$ cat src/rtl/funnel_shifter_pkg.sv
// rtl/funnel_shifter_pkg.sv - shared widths, control encodings and amount helper for the funnel shifter
package funnel_shifter_pkg;

    localparam int DATA_W   = 32;
    localparam int FUNNEL_W = 64;
    localparam int AMT_W    = 6;

    typedef enum logic [2:0] {
        SHR_L = 3'b000,
        SHR_A = 3'b001,
        ROR   = 3'b010,
        ROL   = 3'b011,
        SHL   = 3'b100
    } shift_ctrl_e;

    // Left operations shift the funnel right by 32-shamt; shamt=0 lands on k=32 (pure hi word).
    function automatic logic [AMT_W-1:0] left_amount(input logic [4:0] shamt);
        left_amount = 6'd32 - {1'b0, shamt};
    endfunction

endpackage

$ cat src/rtl/funnel_core.sv
// rtl/funnel_core.sv - combinational 64-to-32 right funnel, six-stage logarithmic mux
module funnel_core
    import funnel_shifter_pkg::*;
(
    input  logic [FUNNEL_W-1:0] i_funnel,
    input  logic [AMT_W-1:0]    i_k,
    output logic [DATA_W-1:0]   o_y
);

    logic [FUNNEL_W-1:0] w_stage [0:AMT_W];

    assign w_stage[0] = i_funnel;

    // Stage s conditionally moves the word right by 2**s; zeros entering from the top never reach the low half for k<=32.
    genvar s;
    generate
        for (s = 0; s < AMT_W; s++) begin : g_stage
            assign w_stage[s+1] = i_k[s] ? (w_stage[s] >> (1 << s)) : w_stage[s];
        end
    endgenerate

    assign o_y = w_stage[AMT_W][DATA_W-1:0];

endmodule

$ cat src/rtl/funnel_shifter_32.sv
// rtl/funnel_shifter_32.sv - registered 32-bit shifter/rotator; rotates enabled by FUNNEL_SHIFTER_ROTATE_EN
module funnel_shifter_32
    import funnel_shifter_pkg::*;
(
    input  logic                     clk,
    input  logic                     rst_n,
    input  logic signed [DATA_W-1:0] a,
    input  logic        [4:0]        shamt,
    input  logic        [2:0]        control,
    output logic        [DATA_W-1:0] y
);

    logic [DATA_W-1:0] w_hi;
    logic [DATA_W-1:0] w_lo;
    logic [AMT_W-1:0]  w_k;
    logic [AMT_W-1:0]  w_k_left;
    logic [DATA_W-1:0] w_y;
    logic [DATA_W-1:0] r_y;

    assign w_k_left = left_amount(shamt);

    always_comb begin
        w_hi = '0;
        w_lo = a;
        w_k  = {1'b0, shamt};
        case (control)
            SHR_L: begin
                w_hi = '0;
            end
            SHR_A: begin
                w_hi = {DATA_W{a[DATA_W-1]}};
            end
`ifdef FUNNEL_SHIFTER_ROTATE_EN
            ROR: begin
                w_hi = a;
            end
            ROL: begin
                w_hi = a;
                w_k  = w_k_left;
            end
`else
            // Without rotates, 010/011 fall back to the right shifts selected by control[0].
            ROR: begin
                w_hi = '0;
            end
            ROL: begin
                w_hi = {DATA_W{a[DATA_W-1]}};
            end
`endif
            default: begin
                w_hi = a;
                w_lo = '0;
                w_k  = w_k_left;
            end
        endcase
    end

    funnel_core u_core (
        .i_funnel ({w_hi, w_lo}),
        .i_k      (w_k),
        .o_y      (w_y)
    );

    always_ff @(posedge clk) begin
        if (!rst_n) begin
            r_y <= '0;
        end else begin
            r_y <= w_y;
        end
    end

    assign y = r_y;

endmodule

$ cat config.mk
export PLATFORM = sky130hd
export DESIGN_NAME = funnel_shifter_32
export DESIGN_NICKNAME = d
export VERILOG_FILES = /design/src/rtl/funnel_shifter_pkg.sv /design/src/rtl/funnel_core.sv /design/src/rtl/funnel_shifter_32.sv
export SDC_FILE = /design/constraint.sdc
export NUM_CORES = 1
export LEC_CHECK = 0
export ABC_AREA = 1
export CAP_MARGIN = 10
export CORE_MARGIN = 10
export CORE_UTILIZATION = 40
export CTS_BUF_LIST = sky130_fd_sc_hd__clkbuf_8
export DETAILED_ROUTE_END_ITERATION = 10
export HOLD_SLACK_MARGIN = 0.06
export PLACE_DENSITY = 0.67
export SYNTH_ARGS = -nofsm -noshare
export SYNTH_HDL_FRONTEND = slang
export SYNTH_SLANG_ARGS = --single-unit
$ cat constraint.sdc
create_clock -name clk -period 4.2 [get_ports clk]
set_input_delay 0.63 -clock clk [delete_from_list [all_inputs] [get_ports clk]]
set_output_delay 0.63 -clock clk [all_outputs]
set_load 0.1 [all_outputs]
==> metrics.txt, run 1 <==
status finished clean; Post-Syn Area approximately 5100 um2; Stages on worst setup path 13; RSZ-0062 raised after global routing false; Max-Cap Viols 0; cell repeated most along the worst path nand2_1; power density over the cells 318 nW/um2; DPL Wire Length between 15 and 20 mm; RePlAce Congestion ~1.0; crit path cell chain clkdlybuf4s50_1 -> inv_4 -> nor2_2 -> nor2_8 -> buf_4 -> nand3_1 -> nand3_1 -> nand3_1 -> nand2_1 -> nand2_1 -> nand2_1 -> nand2_1 -> a21oi_1; DR DRC count 0; WS Path Type primary input to flop; top cells by area, synth nand3_1, nand2_1, dfxtp_1; vias in the first global route approximately 6200; CTS tree done; crit path DAT 3.46 ns; Yosys top cell area share slightly below 40%; clock root cell clkbuf_8; total CTS buffers 5; IO Port Bufs 72; met1 Usage GRT about 27%; proportion of layout cells with a drive suffix above 1 ~4.5%; Slew Viols, Final 0; Mapped Nets about 1000; io pins 74; list of most frequent post-synthesis cells nand3_1, nand2_1, buf_2; DIE HEIGHT approximately 130 um; pin count of the biggest net entering global routing 71; Hold Violations, Final 0; largest area contributor in the netlist nand3_1; P&R area growth vs syn 12.6%; Slew HR a little under a third; #FFs+latches synth 32; Starting Density between 40% and 50%; crit share post-route 78.6%; CTS HTree Levels 2; Critical Path RT between 4 and 5 ns; Routed Antenna Nets 0; Worst Hold Depth 3; Clock Path Buffers 2; CORE AREA between 10000 and 15000 um2; area of the multi-input gates 3880 um2; post-CTS setup repair buffer count 0; Hold Buf Count CTS 0; Fin Setup TNS 0 ns; Initial DRC Count approximately 950; GRT overflow 0; most frequent cell after synthesis nand3_1; first-pass GRT wire length about 32 mm; Crit path largest cell delay ~0.51 ns; CP delay by family, top buffers and inverters; Sink Count 32; drt pass-1 iters 8; Antenna Diode Count 0; FP Rows between 40 and 50; crit path max fanout 53; final setup violation count 0; Final nets 1027; met2 Usage GRT 35.8%; Worst Path Buf+Inv 3; leakage power 2.73 nW; die area between 15000 and 20000 um2; vias per cell slightly below 6; post-synthesis sequential area ratio between 10 and 15%; Avg WL per Cell roughly 17 um; DIE WIDTH between 100 and 150 um; fmax 303 MHz; Tot GR Track Use between 20% and 30%; async set-reset flop share out of synthesis 0%; final core occ ~46%; register area 641 um2; clock slew at reported path FFs 0.06 ns; most crowded layer after global routing met2; Worst-Margin Slew around 1.0 ns; antenna violations before repair 0; FILL cells approximately 1400; max FFs per register 32; Ys Warns 0; prevailing post-synth register cell dfxtp_1; min Tclk post-route ~3.3 ns; Slowest cell on crit path clkdlybuf4s50_1; post_cts resized 0; Peak VDD IR roughly 0.17 mV; Worst Setup Start Kind primary input; Post-synth EDFFs 0; met3 Track Usage GR 4.09%; Avg Cell Area, Syn between 5 and 6 um2; via count ~6900; Cells after Synth 973; crit end category flop; synth unique cells 31; hold crit path type primary input to flop; detailed-route wire length between 20 and 25 mm
metrics by stage:
step | std cells | worst slack, ns | hold slack (ns) | area [um2] | power, mW
2_1_floorplan | 973 | 1.67 | 0.728 | 5100 | 1.29
3_3_place_gp | 1149 | 0.720 | 1.20 | 5660 | 1.57
3_5_place_dp | 1149 | 0.703 | 1.20 | 5660 | 1.57
4_1_cts | 1157 | 0.983 | 0.912 | 5750 | 1.82
5_1_grt | 1157 | 0.731 | 0.932 | 5750 | 1.95
6_report | 1157 | 0.899 | 0.919 | 5750 | 1.83
report_power, final:
part	switching, mW	total [mW]	internal (mW)
clock	0.109	0.240	0.131
combinational	0.895	1.23	0.335
sequential	0.0102	0.356	0.346
cell usage in the layout (no fill, tap or decap), types with 5 or more instances in the layout:
cell type        Yosys  layout
dfxtp_1             32      32
o21ai_1             21      21
inv_2                8       8
nand3_1            405     405
nand4_1              5       5
inv_1               10      10
a21oi_1             30      30
o211ai_1             9       9
nand2_1            317     316
clkbuf_8             0       6
clkdlybuf4s50_1      0      71
o21ai_0              9       9
buf_4               20      12
nor2_1              26      26
layer usage:
layer	vias up	wire, um
met1	3082	8110
met3	58	1830
li1	3358	-
met4	0	884
met2	361	9410
met5	-	0
kinds of logic (layout without fill, tap and decap cells):
group / Yosys count / after routing / share of synthesized area, %
AND/OR/NAND/NOR: 764 / 764 / 67.4
flip-flops: 32 / 32 / 12.5
buffers and inverters: 102 / 114 / 11.6
XOR/XNOR: 1 / 1 / 0.319
AO/OA/AOI/OAI: 73 / 73 / 7.97
adder cells (fa/ha/maj): 1 / 1 / 0.245
final timing paths:
| kind | from | to | slack (ns) |
|---|---|---|---|
| min | rst_n | y[0] | 0.92 |
| max | control[2] | y[12] | 0.90 |
area by class of cell:
type                    instances  share of cell area [%]
flip-flops and latches         32                    11.1
well taps                     172                    3.74
multi-input cells             839                    67.4
repair buffers                 86                    14.7
clock buffers                   6                    1.44
clock inverters                 2                   0.174
inverters                      20                    1.35
tightest hold or removal path, delay by kind of cell:
family / cells / cell delay, ns
buffers and inverters: 2 / 0.45
and+or+nand+nor: 1 / 0.07
(Power assumes the default switching activity.)
==> run 2, diff against run 1 <==
- clock period: 4.2 -> 3.07 ns (I/O delays scaled with it)
==> metrics.txt, run 2 (synthesis gave the netlist of run 1 again) <==
Slew HR 55.3% (was 31.7%); Inst Count DP 1158 (was 1149); FP Rows 41 (unchanged); CTS HTree Levels 2 (unchanged); Peak VDD IR 0.203 mV (was 0.173 mV); DIE WIDTH 133 um (unchanged); crit path max fanout 16 (was 53); CTS tree done (unchanged); Worst Setup Start Kind primary input (unchanged); Slew Viols, Final 0 (unchanged); fin cells 1166 (was 1157); Fin Setup TNS 0 ns (unchanged); WS Path Type primary input to flop (unchanged); Hold Violations, Final 0 (unchanged); drt pass-1 iters 6 (was 8); Logic pwr share 65.8% (was 67.4%); Critical Path RT 3.27 ns (was 4.36 ns); total CTS buffers 5 (unchanged); proportion of layout cells with a drive suffix above 1 8.55% (was 4.47%); pin count of the biggest net entering global routing 71 (unchanged); max FFs per register 32 (unchanged); clock root cell clkbuf_8 (unchanged); DIE HEIGHT 133 um (unchanged); most frequent cells in the layout nand3_1, nand2_1, buf_4, clkdlybuf4s50_1, dfxtp_1 (was nand3_1, nand2_1, clkdlybuf4s50_1, dfxtp_1, a21oi_1); Net Switching 1.39 mW (was 1.01 mW); vias per cell 5.71 (was 5.93); first-pass GRT wire length 32.5 mm (was 32.2 mm); clock network fraction of total power 15.3% (was 13.1%); Worst-Margin Slew 0.671 ns (was 1.02 ns); Net Sw Frac 54.1% (was 55.6%); IO Port Bufs 72 (unchanged); DR DRC count 0 (unchanged); Hold Buf Count CTS 0 (unchanged); power density over the cells 440 nW/um2 (was 318 nW/um2); io pins 74 (unchanged); CP Launch Point shamt[1] (was control[2]); Tot GR Track Use 22.3% (was 22.0%); setup slack after layout 0.454 ns (was 0.899 ns); P&R area growth vs syn 14.7% (was 12.6%); post-CTS setup repair buffer count 0 (unchanged); DPL Wire Length 15.5 mm (was 15.4 mm); crit path DAT 2.81 ns (was 3.46 ns); fmax 382 MHz; detailed-route wire length 20.2 mm (about the same); Clock Path Buffers 2 (unchanged); Sequential Power Share 18.9% (was 19.5%); P_int 1.18 mW (was 0.811 mW); Starting Density 40.6% (unchanged); antenna violations before repair 0 (unchanged); Antenna Diode Count 0 (unchanged); area of the multi-input gates 3880 um2 (unchanged); FILL cells 1418 (was 1394); RePlAce Congestion 0.986 (was 1.01); Initial DRC Count 892 (was 951); crit end category flop (unchanged); vias in the first global route 6231 (was 6209); Final nets 1036 (was 1027); register area 641 um2 (unchanged); GRT overflow 0 (unchanged); hold crit path type primary input to flop (unchanged); min Tclk post-route between 2 and 3 ns; RSZ-0062 raised after global routing false (unchanged); post_cts resized 0 (unchanged); status finished clean (unchanged); die area 17700 um2 (unchanged); CORE AREA 12600 um2 (unchanged); leakage power 2.87 nW (was 2.73 nW); crit share post-route a little under nine tenths; Sink Count 32 (unchanged); hold path startpoint rst_n (unchanged); pre-CTS setup slack 0.167 ns (was 0.703 ns); commonest non-fill, non-tap cell in the layout nand3_1 (unchanged); Avg WL per Cell 17.3 um (was 17.5 um); clock slew at reported path FFs 0.07 ns (was 0.06 ns); Max-Cap Viols 0 (unchanged); via count 6654 (was 6859); final setup violation count 0 (unchanged); Routed Antenna Nets 0 (unchanged)
run 2: path summary, 6_finish.rpt:
kind	end	slack, ns	cells past startpoint
worst max-delay path	y[14]	0.45	14
worst min-delay path	y[0]	0.74	3
run 2: final cells by class:
cell class	instances	area share, %
tap	172	3.68
clock inverter	3	0.727
multi-input combinational	839	66.2
inverter	20	1.33
sequential	32	10.9
timing repair buffer	95	15.9
clock buffer	5	1.18
run 2: worst max-delay path: stages:
cell and delay (ns):
clkdlybuf4s50_1 0.54, inv_2 0.07, ha_1 0.35, nor2_2 0.09, nor2_8 0.24, buf_4 0.26
nand3_1 0.13, nand3_1 0.13, nand3_1 0.10, nand2_1 0.07, nand2_1 0.05, nand2_1 0.08
nand2_1 0.06, a21oi_1 0.19
run 2: routing by layer:
layer	track usage (%)	wire, um	up-vias
met1	28.6	8440	2951
met2	36.6	9490	287
met5	0	0	-
li1	-	-	3367
met4	9.11	818	0
met3	2.76	1430	49
run 2: stage by stage:
stage	utilization [%]	instance area [um2]	power [mW]	hold slack (ns)
final	46.6	5850	2.58	0.743
after global routing	46.6	5850	2.75	0.756
after CTS	46.6	5850	2.57	0.737
after detailed placement	45.7	5740	2.17	0.957
after global placement	45.7	5740	2.17	0.957
after floorplan	-	5100	1.77	0.558
run 2: power groups by stage:
stage               sequential [mW]  combinational, mW  clock, mW
finish                        0.488               1.69      0.393
global route                  0.492               1.84      0.420
CTS                           0.489               1.68      0.402
detailed placement            0.497               1.68          0
global placement              0.497               1.68          0
floorplan                     0.913              0.852          0
